===== src/rtl/timer_pkg.sv =====
// rtl/timer_pkg.sv - shared constants and types for the multi-channel timer
// Purpose: TAC field positions, divider tap table, per-channel register
//   offsets and the channel overflow FSM encoding.
// Ports: none (package).
package timer_pkg;

  localparam int TAC_EN_BIT      = 2;
  localparam int TAC_ONESHOT_BIT = 3;

  // Divider bit observed for each TAC[1:0] tap select.
  localparam int TAP_BIT_00 = 9;
  localparam int TAP_BIT_01 = 3;
  localparam int TAP_BIT_10 = 5;
  localparam int TAP_BIT_11 = 7;

  // Register offsets inside one channel's 4-byte window.
  localparam logic [1:0] OFF_TIMA = 2'd0;
  localparam logic [1:0] OFF_TMA  = 2'd1;
  localparam logic [1:0] OFF_TAC  = 2'd2;

  typedef enum logic [1:0] {
    ST_COUNT  = 2'd0,
    ST_DELAY  = 2'd1,
    ST_RELOAD = 2'd2
  } ch_state_t;

endpackage


===== src/rtl/timer_channel.sv =====
// rtl/timer_channel.sv - one TIMA/TMA/TAC channel with delayed overflow reload
// Purpose: falling-edge counter on the selected divider tap, overflow delay
//   window, reload from TMA, optional one-shot, level interrupt.
// Ports:
//   clk, rst        clock, asynchronous active-high reset
//   i_taps[3:0]     divider bits indexed by TAC[1:0]
//   i_din[7:0]      write data
//   i_wr_tima/tma/tac  single-clock write strobes
//   i_int_ack       interrupt acknowledge
//   o_tima, o_tma, o_tac  register contents
//   o_int_req       interrupt request, held until acknowledged
module timer_channel
  import timer_pkg::*;
#(
  parameter int OVF_DELAY = 4
) (
  input  logic       clk,
  input  logic       rst,
  input  logic [3:0] i_taps,
  input  logic [7:0] i_din,
  input  logic       i_wr_tima,
  input  logic       i_wr_tma,
  input  logic       i_wr_tac,
  input  logic       i_int_ack,
  output logic [7:0] o_tima,
  output logic [7:0] o_tma,
  output logic [3:0] o_tac,
  output logic       o_int_req
);

  localparam int CNT_W = (OVF_DELAY > 1) ? $clog2(OVF_DELAY) : 1;

  logic [7:0]       r_tima;
  logic [7:0]       r_tma;
  logic [3:0]       r_tac;
  logic             r_int_req;
  logic             r_tick_prev;
  logic [CNT_W-1:0] r_cnt;
  ch_state_t        r_state;

  logic w_tick;
  logic w_fall;

  // Gating enable into the tap (rather than gating the edge) reproduces the
  // DMG glitch: dropping enable or moving the tap while high counts once.
  assign w_tick = r_tac[TAC_EN_BIT] & i_taps[r_tac[1:0]];
  assign w_fall = r_tick_prev & ~w_tick;

  always_ff @(posedge clk or posedge rst) begin
    if (rst) begin
      r_tima      <= '0;
      r_tma       <= '0;
      r_tac       <= '0;
      r_int_req   <= 1'b0;
      r_tick_prev <= 1'b0;
      r_cnt       <= '0;
      r_state     <= ST_COUNT;
    end else begin
      r_tick_prev <= w_tick;
      if (i_wr_tma)  r_tma     <= i_din;
      if (i_wr_tac)  r_tac     <= i_din[3:0];
      if (i_int_ack) r_int_req <= 1'b0;
      case (r_state)
        ST_COUNT: begin
          if (i_wr_tima) begin
            r_tima <= i_din;
          end else if (w_fall) begin
            if (r_tima == 8'hFF) begin
              r_tima  <= 8'h00;
              r_cnt   <= CNT_W'(OVF_DELAY - 1);
              r_state <= (OVF_DELAY == 1) ? ST_RELOAD : ST_DELAY;
            end else begin
              r_tima <= r_tima + 8'd1;
            end
          end
        end
        ST_DELAY: begin
          // A CPU write to TIMA here aborts the pending reload and interrupt.
          if (i_wr_tima) begin
            r_tima  <= i_din;
            r_state <= ST_COUNT;
          end else begin
            if (w_fall) r_tima <= r_tima + 8'd1;
            if (r_cnt == CNT_W'(1)) r_state <= ST_RELOAD;
            r_cnt <= r_cnt - CNT_W'(1);
          end
        end
        ST_RELOAD: begin
          // Reload beats TIMA writes and ticks; a same-clock TMA write is
          // forwarded; set beats a same-clock acknowledge.
          r_tima    <= i_wr_tma ? i_din : r_tma;
          r_int_req <= 1'b1;
          if (r_tac[TAC_ONESHOT_BIT]) r_tac[TAC_EN_BIT] <= 1'b0;
          r_state   <= ST_COUNT;
        end
        default: r_state <= ST_COUNT;
      endcase
    end
  end

  assign o_tima    = r_tima;
  assign o_tma     = r_tma;
  assign o_tac     = r_tac;
  assign o_int_req = r_int_req;

endmodule


===== src/rtl/timer_multi.sv =====
// rtl/timer_multi.sv - shared divider with NCH DMG-style timer channels
// Purpose: free-running divider (DIV), bus address decode, per-channel write
//   strobes and combinational read mux.
// Ports:
//   clk, rst      clock, asynchronous active-high reset
//   a[15:0]       bus address
//   din[7:0]      write data
//   rd            read strobe (dout does not depend on it)
//   wr            write strobe
//   dout[7:0]     read data, 0xFF when unmapped
//   int_req[NCH]  per-channel interrupt request
//   int_ack[NCH]  per-channel acknowledge
module timer_multi
  import timer_pkg::*;
#(
  parameter int          NCH       = 1,
  parameter int          DIV_W     = 16,
  parameter int          OVF_DELAY = 4,
  parameter logic [15:0] BASE_ADDR = 16'hFF04
) (
  input  logic           clk,
  input  logic           rst,
  input  logic [15:0]    a,
  input  logic [7:0]     din,
  input  logic           rd,
  input  logic           wr,
  output logic [7:0]     dout,
  output logic [NCH-1:0] int_req,
  input  logic [NCH-1:0] int_ack
);

  logic [DIV_W-1:0] r_div;

  logic [15:0] w_rel;
  logic [15:0] w_idx;
  logic        w_is_div;
  logic [13:0] w_ch;
  logic [1:0]  w_off;
  logic [3:0]  w_taps;
  logic        w_unused_rd;

  logic [7:0] w_tima [NCH];
  logic [7:0] w_tma  [NCH];
  logic [3:0] w_tac  [NCH];

  assign w_unused_rd = rd;

  // Channel i occupies BASE+1+4i .. BASE+4+4i; index is (a-BASE-1)/4.
  assign w_rel    = a - BASE_ADDR;
  assign w_is_div = (w_rel == 16'd0);
  assign w_idx    = w_rel - 16'd1;
  assign w_ch     = w_idx[15:2];
  assign w_off    = w_idx[1:0];

  always_ff @(posedge clk or posedge rst) begin
    if (rst) begin
      r_div <= '0;
    end else if (wr && w_is_div) begin
      r_div <= '0;
    end else begin
      r_div <= r_div + DIV_W'(1);
    end
  end

  assign w_taps = {r_div[TAP_BIT_11], r_div[TAP_BIT_10], r_div[TAP_BIT_01], r_div[TAP_BIT_00]};

  for (genvar i = 0; i < NCH; i++) begin : g_ch
    logic w_sel;
    assign w_sel = wr && !w_is_div && (w_ch == 14'(i));

    timer_channel #(
      .OVF_DELAY(OVF_DELAY)
    ) u_ch (
      .clk       (clk),
      .rst       (rst),
      .i_taps    (w_taps),
      .i_din     (din),
      .i_wr_tima (w_sel && (w_off == OFF_TIMA)),
      .i_wr_tma  (w_sel && (w_off == OFF_TMA)),
      .i_wr_tac  (w_sel && (w_off == OFF_TAC)),
      .i_int_ack (int_ack[i]),
      .o_tima    (w_tima[i]),
      .o_tma     (w_tma[i]),
      .o_tac     (w_tac[i]),
      .o_int_req (int_req[i])
    );
  end

  always_comb begin
    dout = 8'hFF;
    if (w_is_div) begin
      dout = r_div[DIV_W-1 -: 8];
    end else begin
      for (int i = 0; i < NCH; i++) begin
        if (w_ch == 14'(i)) begin
          case (w_off)
            OFF_TIMA: dout = w_tima[i];
            OFF_TMA:  dout = w_tma[i];
            OFF_TAC:  dout = {4'hF, w_tac[i]};
            default:  dout = 8'hFF;
          endcase
        end
      end
    end
  end

endmodule


===== config.mk =====
export PLATFORM = sky130hd
export DESIGN_NAME = timer_multi
export DESIGN_NICKNAME = d
export VERILOG_FILES = /design/src/rtl/timer_pkg.sv /design/src/rtl/timer_channel.sv /design/src/rtl/timer_multi.sv
export SDC_FILE = /design/constraint.sdc
export NUM_CORES = 1
export LEC_CHECK = 0
export ABC_AREA = 1
export BUFFER_PORTS_ARGS = -buffer_cell sky130_fd_sc_hd__buf_4
export CAP_MARGIN = 10
export CORE_MARGIN = 8
export CORE_UTILIZATION = 57
export DETAILED_ROUTE_END_ITERATION = 10
export PLACE_DENSITY = 0.78
export SLEW_MARGIN = 20
export SYNTH_ARGS = -nofsm -noshare
export SYNTH_HDL_FRONTEND = slang
export SYNTH_SLANG_ARGS = --single-unit

===== constraint.sdc =====
create_clock -name clk -period 2.1 [get_ports clk]
set_input_delay 0.105 -clock clk [delete_from_list [all_inputs] [get_ports clk]]
set_output_delay 0.105 -clock clk [all_outputs]
set_load 0.02 [all_outputs]

==> out/summary.json, run 1 <==
{
  "run_status": "finished with violations",
  "violations_in_the_final_reports": "negative setup slack",
  "number_of_top_level_design_ports": 38,
  "rsz0062_at_grt": "true",
  "power.density_cell_area_nw_per_um2": 724,
  "grt_pass1_vias": 3190,
  "post_route_drc": 0,
  "synth.area.top_cells": "sky130_fd_sc_hd__dfrtp_1 31%, sky130_fd_sc_hd__nand2_1 16%, sky130_fd_sc_hd__inv_1 10%",
  "timing.final.crit_period_ps": 2120,
  "postSynth.asyncResetShare_pct": 100,
  "slew-limit-headroom_pct": 64.4,
  "mostFrequentLayoutCells": "115 x sky130_fd_sc_hd__nand2_1, 87 x sky130_fd_sc_hd__inv_1, 54 x sky130_fd_sc_hd__buf_4",
  "yosysUniqueCellTypes": 40,
  "die_h_um": 92.5,
  "cts_htree_levels": 2,
  "finalClockSkew_ps": 10.8,
  "diodes": 0,
  "regToRegStartpoint": "g_ch[0].u_ch.o_tima[1]",
  "route.detailed.vias_per_inst": 5.44,
  "detailedRoute.firstIterationViolations": 233,
  "critical_path.startpoint_type": "input pin",
  "p_leak_nw": 2.31,
  "synth_seq_area_share_pct": 31.5,
  "cts_buffers": 5,
  "syn_area_per_cell_um2": 6.66,
  "drive_above_1_share_pct": 31.9,
  "synth_cells": 501,
  "finalMaxSlewViolations": 0,
  "synth_top_cell_by_area": "sky130_fd_sc_hd__dfrtp_1",
  "critPathRequiredTime_ps": 2000,
  "ys_ff_latch": 42,
  "setup_viol": 1,
  "grt_first_pass_wirelength_um": 13900,
  "dp_hpwl_um": 6190,
  "worst_skew_pair.late_latency_ps": 300,
  "finish.net_count": 613,
  "port_buffers": 36,
  "detailedRoute.firstPassIterationCount": 5,
  "max_freq_mhz": 473,
  "min-delay-start": "din[4]",
  "cts_tree": "done",
  "routed-via-count": 3540,
  "die_width_um": 92.5,
  "clock_path_buffers": 2,
  "postSynthNetCount": 539,
  "overflow": 0,
  "antenna_found_initial": 0,
  "die_area_um2": 8560,
  "maxCapViolCount": 0,
  "layout_worst_path_cycle_share_pct": 101,
  "gr-usage-all-layers_pct": 19.7,
  "route.detailed.wl_per_inst_um": 14.4,
  "synth-edff-count": 0,
  "crit_path_end_kind": "output pin",
  "dpl_worst_slack_ps": -243,
  "num-fill-cells": 408,
  "maximum_number_of_pins_on_one_net_before_global_route_repair": 43,
  "area.growth.synth_to_final_pct": 34.4,
  "finalPower_w": 0.00325,
  "postRouteAntennaNets": 0,
  "totalWireLength_um": 9370,
  "cts.clk_slew.worst_paths_ps": 90,
  "core.rowCount": 28,
  "dominantRegCellSynth": "sky130_fd_sc_hd__dfrtp_1",
  "crit_path_start": "a[2]",
  "cts_num_sinks": 42,
  "synth_top_area_share_pct": 31.5,
  "timing.setup.critical_path_class": "input pin to output pin",
  "worst_slack_ps": -15.8,
  "synth.cell_area_um2": 3340,
  "core_area_um2": 5780,
  "timing_hold_violations_final": 0,
  "clockRootBuffer": "sky130_fd_sc_hd__clkbuf_8",
  "starting_density_pct": 57.7,
  "gp_congestion": 0.897,
  "timing.hold.worst.class": "input pin to flop",
  "critical_path_arrival_ps": 2010,
  "final_common_cell": "sky130_fd_sc_hd__nand2_1",
  "ir_drop_mv": 0.983,
  "yosysWarnings": 0,
  "worst_slew_pin_slew_ps": 534,
  "critPathMaxFanout": 6
}
==> what timing repair did <==
| action | in CTS | in global routing |
|---|---|---|
| pin swaps | 8 | 21 |
| hold endpoints to repair | 43 | 0 |
| endpoints found under the setup margin | 8 | 29 |
| gates resized for setup | 24 | 84 |
| gates cloned | 0 | 4 |
| hold buffers | 2 | 0 |
| buffers inserted | 3 | 5 |
==> critical path, stage by stage <==
cell,delay (ps)
sky130_fd_sc_hd__buf_8,100
sky130_fd_sc_hd__inv_6,50
sky130_fd_sc_hd__ha_4,150
sky130_fd_sc_hd__buf_6,120
sky130_fd_sc_hd__nand3_4,90
sky130_fd_sc_hd__nand2_2,90
sky130_fd_sc_hd__nand2_2,60
sky130_fd_sc_hd__nor2_4,100
sky130_fd_sc_hd__nand2_1,80
sky130_fd_sc_hd__nor2_2,140
sky130_fd_sc_hd__nand3_2,100
sky130_fd_sc_hd__nor2_4,110
sky130_fd_sc_hd__nand3_4,180
sky130_fd_sc_hd__o32ai_4,300
sky130_fd_sc_hd__inv_1,80
sky130_fd_sc_hd__buf_6,140
==> metrics by stage <==
| step | instances | util, % | hold slack (ps) | area (um2) | setup TNS, ps |
|---|---|---|---|---|---|
| CTS | 642 | 71.0 | 50.6 | 4100 | -37.2 |
| global placement | 629 | 66.2 | 277 | 3830 | -3420 |
| finish | 651 | 77.6 | 53.4 | 4490 | -15.8 |
| global route | 651 | 77.6 | 54.1 | 4490 | -2790 |
| detailed placement | 629 | 66.2 | 278 | 3830 | -4720 |
| floorplan | 501 | - | 212 | 3340 | 0 |
==> metal layers <==
metal / GRT usage, % / part of all wire [%] / vias to the layer above
li1: - / - / 1720
met4: 5.64 / 2.3 / 0
met2: 34.3 / 51 / 138
met5: 0 / 0 / -
met1: 23.9 / 40 / 1654
met3: 3.96 / 5.8 / 28
==> synthesized netlist by cell type, types with 2 or more instances <==
master and number:
sky130_fd_sc_hd__nor2_4 3, sky130_fd_sc_hd__o22ai_1 4, sky130_fd_sc_hd__inv_2 6, sky130_fd_sc_hd__ha_1 9
sky130_fd_sc_hd__a21oi_1 9, sky130_fd_sc_hd__nor3_1 3, sky130_fd_sc_hd__inv_1 92, sky130_fd_sc_hd__o21ai_0 20
sky130_fd_sc_hd__xnor2_1 7, sky130_fd_sc_hd__nand4_2 2, sky130_fd_sc_hd__o21ai_1 3, sky130_fd_sc_hd__buf_2 2
sky130_fd_sc_hd__nand2_2 11, sky130_fd_sc_hd__nand4_1 4, sky130_fd_sc_hd__nor2_1 33, sky130_fd_sc_hd__o32ai_1 4
sky130_fd_sc_hd__xor2_1 8, sky130_fd_sc_hd__dfrtp_1 42, sky130_fd_sc_hd__nand2_1 141, sky130_fd_sc_hd__nand3_1 60
sky130_fd_sc_hd__buf_4 2, sky130_fd_sc_hd__nor2_2 7, sky130_fd_sc_hd__nand3_2 4, sky130_fd_sc_hd__nand3b_1 6
sky130_fd_sc_hd__or2_2 4
==> registers in the layout (all words and copies together), names as in the netlist <==
register,count
g_ch.u_ch.r_cnt,2
r_div,16
g_ch.u_ch.r_tick_prev,1
g_ch.u_ch.o_tac,4
g_ch.u_ch.r_state,2
g_ch.u_ch.o_tma,8
g_ch.u_ch.o_int_req,1
g_ch.u_ch.o_tima,8
==> layout make-up <==
type	count	area, um2	area share (%)
multi-input combinational	356	2240	49.9
sequential	42	1050	23.4
timing repair buffer	71	613	13.7
inverter	99	384	8.56
tap	75	93.8	2.09
clock buffer	7	76.3	1.70
clock inverter	1	30.0	0.669
==> kinds of logic after synthesis <==
logic type / count (synthesis) / synth area share, %
XOR/XNOR: 15 / 3.94
AND/OR/NAND/NOR: 283 / 40.0
adder cells (fa/ha/maj): 9 / 3.37
buffers and inverters: 106 / 12.8
AO/OA/AOI/OAI: 46 / 8.40
flip-flops: 42 / 31.5
==> path summary, 6_finish.rpt <==
kind	end	slack [ps]	cells after the start
max in group asynchronous	g_ch[0].u_ch.r_state[1]	1230	4
min in group asynchronous	r_div[9]	500	4
setup reg to reg	g_ch[0].u_ch.o_tima[3]	100	12
hold reg to reg	g_ch[0].u_ch.o_tac[3]	520	2
hold / removal	g_ch[0].u_ch.o_tma[4]	50	3
setup / recovery	dout[2]	-20	16
==> report_power, final <==
part / internal (W) / total, W / switching (W)
combinational: 0.000581 / 0.00153 / 0.000946
clock: 0.000356 / 0.000628 / 0.000272
sequential: 0.000965 / 0.00110 / 0.000130
Note: power is estimated with default switching activity, not from simulation.
==> run 2: changes to the inputs <==
==> constraint.sdc (replaced) <==
create_clock -name clk -period 2.1 [get_ports clk]
set_input_delay 0.63 -clock clk [delete_from_list [all_inputs] [get_ports clk]]
set_output_delay 0.63 -clock clk [all_outputs]
set_load 0.02 [all_outputs]
==> run 2 against run 1 <==
  * The run still ends with negative setup slack left
  * Setup slack got worse by 1200 ps
  * Power rose by 7.5%
  * Hold slack improved by 400 ps
  * Wire length rose by 8.5%
  * Global-route usage rose by 2.7 points
  * Clock power rose by 25%
  * First-iteration DRC count rose by 8.2%
  * Final area rose by 2.3%
  * Final cell count rose by 2.6%
  * Critical path type unchanged
==> out/summary.json, run 2 (same netlist as run 1, synthesis figures left out) <==
{
  "p_leak": {"value": 2.42, "unit": "nW", "change": "+4.9%"},
  "placed_cells_incl_taps": {"value": 646, "change": "+2.7%"},
  "max_freq": {"value": 304, "unit": "MHz", "change": "-36%"},
  "run_status": "finished with violations",
  "clockRootBuffer": "sky130_fd_sc_hd__clkbuf_8",
  "grt_pass1_vias": {"value": 3428, "change": "+7.5%"},
  "violations_in_the_final_reports": "negative setup slack",
  "postRouteAntennaNets": {"value": 0, "change": "unchanged"},
  "route.detailed.vias_per_inst": {"value": 5.46, "change": "+0.40%"},
  "core_area": {"value": 5780, "unit": "um2", "change": "unchanged"},
  "timing.hold.worst.class": "input pin to async pin",
  "starting_density": {"value": 57.7, "unit": "%", "change": "unchanged"},
  "pwr-share-seq": {"value": 31.5, "unit": "%", "change": "-2.2 points"},
  "gr-usage-all-layers": {"value": 22.3, "unit": "%", "change": "+2.7 points"},
  "cts_htree_levels": {"value": 2, "change": "unchanged"},
  "clock_path_buffers": {"value": 2, "change": "unchanged"},
  "combinationalPowerShare": {"value": 46.1, "unit": "%", "change": "-0.9 points"},
  "routed-via-count": {"value": 3647, "change": "+3.0%"},
  "gp_congestion": {"value": 0.881, "change": "-1.7%"},
  "slew-limit-headroom": {"value": 64.2, "unit": "%", "change": "-0.21 points"},
  "detailedRoute.firstPassIterationCount": {"value": 5, "change": "unchanged"},
  "number_of_top_level_design_ports": {"value": 38, "change": "unchanged"},
  "finalClockSkew": {"value": 14.1, "unit": "ps", "change": "+3.35 ps"},
  "worst_slew_pin_slew": {"value": 538, "unit": "ps", "change": "+3.21 ps"},
  "postCtsHoldBufs": {"value": 0, "change": "-2"},
  "route.detailed.wl_per_inst": {"value": 15.2, "unit": "um", "change": "+5.7%"},
  "switchingPower": {"value": 0.00144, "unit": "W", "change": "+6.6%"},
  "overflow": {"value": 0, "change": "unchanged"},
  "setup_tns": {"value": -24730, "unit": "ps", "change": "-24,710 ps"},
  "dp_hpwl": {"value": 6610, "unit": "um", "change": "+6.8%"},
  "post_route_drc": {"value": 0, "change": "unchanged"},
  "crit_path_end_kind": "output pin",
  "clkPwrFrac": {"value": 22.5, "unit": "%", "change": "+3.2 points"},
  "cts_tree": "done",
  "timing_hold_violations_final": {"value": 0, "change": "unchanged"},
  "critPathMaxFanout": {"value": 7, "change": "+1"},
  "detailedRoute.firstIterationViolations": {"value": 252, "change": "+8.2%"},
  "final_cells": {"value": 668, "change": "+2.6%"},
  "rsz0062_at_grt": "true",
  "die_width": {"value": 92.5, "unit": "um", "change": "unchanged"},
  "cell_internal_pwr": {"value": 0.00206, "unit": "W", "change": "+8.1%"},
  "area.growth.synth_to_final_pct": 37.5,
  "die_h": {"value": 92.5, "unit": "um", "change": "unchanged"},
  "totalWireLength": {"value": 10200, "unit": "um", "change": "+8.5%"},
  "timing.setup.critical_path_class": "input pin to output pin",
  "antenna_found_initial": {"value": 0, "change": "unchanged"},
  "critical_path.startpoint_type": "input pin",
  "maxCapViolCount": {"value": 0, "change": "unchanged"},
  "fin_area": {"value": 4590, "unit": "um2", "change": "+2.3%"},
  "largest_register": "r_div",
  "max_ffs_per_register": {"value": 16, "change": "unchanged"},
  "critical_path_arrival": {"value": 2660, "unit": "ps", "change": "+650 ps"},
  "final_common_cell": "sky130_fd_sc_hd__nand2_1",
  "timing.final.crit_period": {"value": 3290, "unit": "ps", "change": "+1170 ps"},
  "setup_viol": {"value": 32, "change": "+31"},
  "cts_num_sinks": {"value": 42, "change": "unchanged"},
  "diodes": {"value": 0, "change": "unchanged"},
  "worst_skew_pair.late_latency": {"value": 310, "unit": "ps", "change": "about the same"},
  "ir_drop": {"value": 0.840, "unit": "mV", "change": "-15%"},
  "cts.clk_slew.worst_paths": {"value": 100, "unit": "ps", "change": "about the same"},
  "finalMaxSlewViolations": {"value": 0, "change": "unchanged"},
  "core.rowCount": {"value": 28, "change": "unchanged"},
  "swShare": {"value": 41.1, "unit": "%", "change": "-0.36 points"},
  "mostFrequentLayoutCells": "132 x sky130_fd_sc_hd__nand2_1, 87 x sky130_fd_sc_hd__inv_1, 73 x sky130_fd_sc_hd__buf_4",
  "critPathRequiredTime": {"value": 1470, "unit": "ps", "change": "-530 ps"},
  "dpl_cell_area": {"value": 4050, "unit": "um2", "change": "+5.8%"},
  "drive_above_1_share": {"value": 30.4, "unit": "%", "change": "-1.6 points"},
  "cts_buffers": {"value": 5, "change": "unchanged"},
  "port_buffers": {"value": 36, "change": "unchanged"},
  "postLayoutCoreUtil": {"value": 79.4, "unit": "%", "change": "+1.8 points"},
  "finish.net_count": {"value": 630, "change": "+2.8%"},
  "layout_worst_path_cycle_share": {"value": 157, "unit": "%", "change": "+56 points"},
  "grt_first_pass_wirelength": {"value": 15600, "unit": "um", "change": "+12%"},
  "power.density_cell_area": {"value": 761, "unit": "nW/um2", "change": "+5.0%"},
  "worst_slack": {"value": -1190, "unit": "ps", "change": "-1170 ps"},
  "maximum_number_of_pins_on_one_net_before_global_route_repair": {"value": 43, "change": "unchanged"},
  "die_area": {"value": 8560, "unit": "um2", "change": "unchanged"}
}
run 2: cell count changes in the layout (fill, tap and decap cells not counted), sizes merged:
cell / change
a21oi: -1
nand4: +1
bufbuf: +1
nor2: -1
buf: +17
clkinvlp: +1
bufinv: +1
clkinv: +1
dlygate4sd3: -2
inv: -1
run 2: worst max-delay path, stage by stage:
cell and delay, ps:
sky130_fd_sc_hd__buf_8 100, sky130_fd_sc_hd__clkinvlp_4 80, sky130_fd_sc_hd__ha_4 180, sky130_fd_sc_hd__inv_2 60, sky130_fd_sc_hd__nand2_2 80, sky130_fd_sc_hd__nand2_4 80, sky130_fd_sc_hd__nor2_4 130, sky130_fd_sc_hd__nand2_1 70
sky130_fd_sc_hd__nor2_2 100, sky130_fd_sc_hd__nand3_1 100, sky130_fd_sc_hd__nor2_1 190, sky130_fd_sc_hd__nor2_1 110, sky130_fd_sc_hd__inv_2 90, sky130_fd_sc_hd__nand3_4 170, sky130_fd_sc_hd__o32ai_2 270, sky130_fd_sc_hd__inv_1 60
sky130_fd_sc_hd__buf_4 160
run 2: stage by stage:
step | worst slack (ps) | hold WS, ps | power, W
finish | -1190 | 454 | 0.00349
global route | -1240 | 508 | 0.00370
global placement | -1070 | 472 | 0.00243
floorplan | -680 | 455 | 0.00212
CTS | -1010 | 473 | 0.00337
detailed placement | -1150 | 486 | 0.00248
run 2: power groups by stage:
stage                     logic (W)  registers (W)  clock network, W
after CTS                   0.00149        0.00109          0.000795
after global routing        0.00177        0.00111          0.000821
after global placement      0.00134        0.00110                 0
after floorplan             0.00104        0.00108                 0
after detailed placement    0.00138        0.00111                 0
final                       0.00161        0.00110          0.000785
run 2: repair_timing:
action	in CTS	in global routing
pin swaps	5	4
resized for setup	35	22
endpoints found under the setup margin	46	48
buffers inserted	8	3
cloned	3	1
run 2: layout make-up:
cell class,instances,area [um2]
Tap cell,75,93.8
Timing Repair Buffer,89,791
Multi-Input combinational cell,355,2140
Clock buffer,5,68.8
Fill cell,379,1190
Clock inverter,3,68.8
Sequential cell,42,1050
Inverter,99,378
run 2: final timing paths:
path	from	endpoint	slack, ps	depth (start not counted)
worst max-delay path	a[2]	dout[2]	-1190	17
worst min-delay path	rst	g_ch[0].u_ch.o_tma[2]	450	3
worst max register to register	g_ch[0].u_ch.o_tima[0]	g_ch[0].u_ch.o_tima[3]	10	12
worst min register to register	g_ch[0].u_ch.o_tac[3]	g_ch[0].u_ch.o_tac[3]	500	2
max in group asynchronous	rst	g_ch[0].u_ch.o_tima[1]	1280	3
min in group clk	g_ch[0].u_ch.o_tac[3]	g_ch[0].u_ch.o_tac[3]	500	2
run 2: metal layers:
metal / vias to the layer above / track usage, % / part of all wire, %
met5: - / 0 / 0
met4: 0 / 9.26 / 3.8
met1: 1698 / 26.1 / 42
met2: 145 / 38.3 / 48
met3: 43 / 5.34 / 6.3
li1: 1761 / - / -
==> run 3: changes to the inputs <==
Settings changed: CORE_MARGIN 8 to 2.
==> run 3 against run 2 <==
  * The flow still finishes with violations (negative setup slack)
  * Register-to-register slack got worse by 150 ps
  * Non-clock buffer count decreased by 3
  * Via count increased by 3.8%
  * Wire length increased by 0.75%
  * Final cell count decreased by 0.75%
  * Power decreased by 3.2%
  * Global-route usage increased by 6.2 points
  * Final area increased by 1.6%
  * Flip-flop and latch count unchanged
  * Sequential share of layout area decreased by 0.36 points
  * Critical path type unchanged
==> out/summary.json, run 3 (same netlist as run 1, synthesis figures left out) <==
{
  "drive_above_1_share": {"value": 35.9, "unit": "%", "change": "+5.5 points"},
  "detailedRoute.firstPassIterationCount": {"value": 5, "change": "unchanged"},
  "max_freq": {"value": 309, "unit": "MHz", "change": "+1.8%"},
  "worst_slack": {"value": -1130, "unit": "ps", "change": "+57.2 ps"},
  "worst_slew_pin_slew": {"value": 622, "unit": "ps", "change": "+84.7 ps"},
  "route.detailed.vias_per_inst": {"value": 5.71, "change": "+4.5%"},
  "worst_path_max_delay_cell": "sky130_fd_sc_hd__o32ai_4",
  "die_area": {"value": 6480, "unit": "um2", "change": "-24%"},
  "worst_skew_pair.late_latency": {"value": 310, "unit": "ps", "change": "about the same"},
  "cts_num_sinks": {"value": 42, "change": "unchanged"},
  "finalMaxSlewViolations": {"value": 0, "change": "unchanged"},
  "slew-limit-headroom": {"value": 58.2, "unit": "%", "change": "-6.0 points"},
  "swShare": {"value": 45.6, "unit": "%", "change": "+4.4 points"},
  "grt_pass1_vias": {"value": 3241, "change": "-5.5%"},
  "antenna_found_initial": {"value": 0, "change": "unchanged"},
  "maxCapViolCount": {"value": 0, "change": "unchanged"},
  "crit_path_end_kind": "output pin",
  "timing_hold_violations_final": {"value": 0, "change": "unchanged"},
  "setup_tns": {"value": -22820, "unit": "ps", "change": "+1910 ps"},
  "postRouteAntennaNets": {"value": 0, "change": "unchanged"},
  "layout_worst_path_cycle_share": {"value": 154, "unit": "%", "change": "-2.7 points"},
  "core.rowCount": {"value": 27, "change": "-3.6%"},
  "critical_path.startpoint_type": "input pin",
  "overflow": {"value": 0, "change": "unchanged"},
  "ir_drop": {"value": 0.883, "unit": "mV", "change": "+5.1%"},
  "cts_htree_levels": {"value": 2, "change": "unchanged"},
  "critPathMaxFanout": {"value": 7, "change": "unchanged"},
  "postLayoutCoreUtil": {"value": 83.7, "unit": "%", "change": "+4.3 points"},
  "pwr-share-seq": {"value": 32.6, "unit": "%", "change": "+1.1 points"},
  "violations_in_the_final_reports": "negative setup slack",
  "routed-via-count": {"value": 3784, "change": "+3.8%"},
  "mostFrequentLayoutCells": "102 x sky130_fd_sc_hd__nand2_1, 86 x sky130_fd_sc_hd__inv_1, 66 x sky130_fd_sc_hd__buf_4",
  "final_common_cell": "sky130_fd_sc_hd__nand2_1",
  "port_buffers": {"value": 36, "change": "unchanged"},
  "starting_density": {"value": 59.9, "unit": "%", "change": "+2.1 points"},
  "cts_buffers": {"value": 5, "change": "unchanged"},
  "clockRootBuffer": "sky130_fd_sc_hd__clkbuf_8",
  "cts_tree": "done",
  "setup_viol": {"value": 48, "change": "+50%"},
  "gr-usage-all-layers": {"value": 28.5, "unit": "%", "change": "+6.2 points"},
  "fin_worst_hold_slack": {"value": 464, "unit": "ps", "change": "+10.3 ps"},
  "max_ffs_per_register": {"value": 16, "change": "unchanged"},
  "ff2ff_path_depth": {"value": 10, "change": "-2"},
  "finalClockSkew": {"value": 13.4, "unit": "ps", "change": "-0.710 ps"},
  "timing.setup.critical_path_class": "input pin to output pin",
  "crit_path_start": "a[2]",
  "cts.clk_slew.worst_paths": {"value": 100, "unit": "ps", "change": "about the same"},
  "critical_path_arrival": {"value": 2600, "unit": "ps", "change": "-60 ps"},
  "grt_first_pass_wirelength": {"value": 14400, "unit": "um", "change": "-8.2%"},
  "gp_congestion": {"value": 0.891, "change": "+1.1%"},
  "critPathRequiredTime": {"value": 1470, "unit": "ps", "change": "about the same"},
  "clkPwrFrac": {"value": 16.3, "unit": "%", "change": "-6.2 points"},
  "route.detailed.wl_per_inst": {"value": 15.4, "unit": "um", "change": "+1.5%"},
  "finish.net_count": {"value": 628, "change": "-0.32%"},
  "timing.critical_path.slowest_cell_delay": {"value": 260, "unit": "ps", "change": "about the same"},
  "dp_hpwl": {"value": 6320, "unit": "um", "change": "-4.3%"},
  "postCtsHoldBufs": {"value": 0, "change": "unchanged"},
  "worst_r2r_endpoint": "g_ch[0].u_ch.r_cnt[1]",
  "p_leak": {"value": 2.42, "unit": "nW", "change": "-0.17%"},
  "combinationalPowerShare": {"value": 51.0, "unit": "%", "change": "+4.9 points"},
  "largest_register": "r_div",
  "timing.hold.worst.class": "input pin to async pin",
  "area.growth.synth_to_final_pct": 39.7,
  "totalWireLength": {"value": 10200, "unit": "um", "change": "+0.75%"},
  "regToRegSetupSlack": {"value": -140, "unit": "ps", "change": "-150 ps"},
  "rsz0062_at_grt": "true",
  "power.density_cell_area": {"value": 725, "unit": "nW/um2", "change": "-4.7%"},
  "timing.final.crit_period": {"value": 3230, "unit": "ps", "change": "-57.2 ps"},
  "critical_path.most_common_cell": "sky130_fd_sc_hd__nand2_1",
  "diodes": {"value": 0, "change": "unchanged"},
  "clock_path_buffers": {"value": 2, "change": "unchanged"},
  "run_status": "finished with violations",
  "die_h": {"value": 80.5, "unit": "um", "change": "-13%"},
  "placed_cells_incl_taps": {"value": 639, "change": "-1.1%"},
  "maximum_number_of_pins_on_one_net_before_global_route_repair": {"value": 43, "change": "unchanged"},
  "post_route_drc": {"value": 0, "change": "unchanged"},
  "final_cells": {"value": 663, "change": "-0.75%"},
  "switchingPower": {"value": 0.00154, "unit": "W", "change": "+7.3%"},
  "core_area": {"value": 5570, "unit": "um2", "change": "-3.6%"},
  "number_of_top_level_design_ports": {"value": 38, "change": "unchanged"},
  "path_cells": "buf_8, clkinvlp_4, ha_4, inv_2, nand2_2, nand2_4, nand2_1, nand2_1, nand2_1, clkinv_1, nand2_1, nor2_1, nand3_1, nor2_2, nand3_4, o32ai_4, inv_1, buf_6",
  "regToRegStartpoint": "g_ch[0].u_ch.o_tima[1]",
  "cell_internal_pwr": {"value": 0.00184, "unit": "W", "change": "-10%"},
  "die_width": {"value": 80.5, "unit": "um", "change": "-13%"},
  "detailedRoute.firstIterationViolations": {"value": 467, "change": "+85%"}
}
-- run 3: cell count changes in the layout (fill, tap and decap cells not counted), sizes merged --
cell	previous run	this run
clkinv	2	3
a21oi	10	11
inv	97	98
nor2	44	45
nand2	154	153
buf	86	84
bufinv	2	0
bufbuf	1	0
-- run 3: layout make-up --
cell class              count  area [um2]
clock buffers               5        68.8
flip-flops and latches     42        1050
inverters                  99         388
well taps                  72        90.1
repair buffers             86         777
clock inverters             3        18.8
fillers                   314         911
multi-input cells         356        2270
-- run 3: worst max-delay path: cells and delay by family --
family | cells | cell delay, ps
adders and majority gates | 1 | 210
and+or+nand+nor | 10 | 970
AOI/OAI and AO/OA | 1 | 260
buffers and inverters | 6 | 530
-- run 3: metal layers --
metal	share of wire, %	routed length, um	global-route usage [%]	up-vias
li1	-	-	-	1752
met1	42	4250	37.9	1729
met2	47	4760	46.8	246
met3	8.6	878	4.16	57
met4	3.4	345	11.0	0
met5	0	0	0	-
-- run 3: how the worst max path moves through the flow --
stage,to,slack [ps]
2_1_floorplan,dout[0],-680
3_3_place_gp,dout[2],-1010
3_5_place_dp,dout[2],-1140
4_1_cts,dout[2],-1020
5_1_grt,dout[2],-1190
6_report,dout[2],-1130
-- run 3: timing repair --
item / CTS / global route
endpoints found under the setup margin: 36 / 48
setup buffers: 5 / 6
gates resized for setup: 33 / 72
cloned: 2 / 3
pin swaps: 20 / 17
-- run 3: stage by stage --
step / total power [W] / instance area (um2) / setup WS [ps]
finish: 0.00338 / 4660 / -1130
detailed placement: 0.00247 / 4020 / -1140
global route: 0.00358 / 4660 / -1190
global placement: 0.00242 / 4020 / -1010
floorplan: 0.00212 / 3430 / -680
CTS: 0.00307 / 4320 / -1020
-- run 3: power by group through the flow --
stage	clock network, W	logic (W)	registers, W
floorplan	0	0.00104	0.00108
global placement	0	0.00132	0.00110
detailed placement	0	0.00137	0.00111
CTS	0.000554	0.00142	0.00109
global route	0.000582	0.00188	0.00111
finish	0.000552	0.00173	0.00110
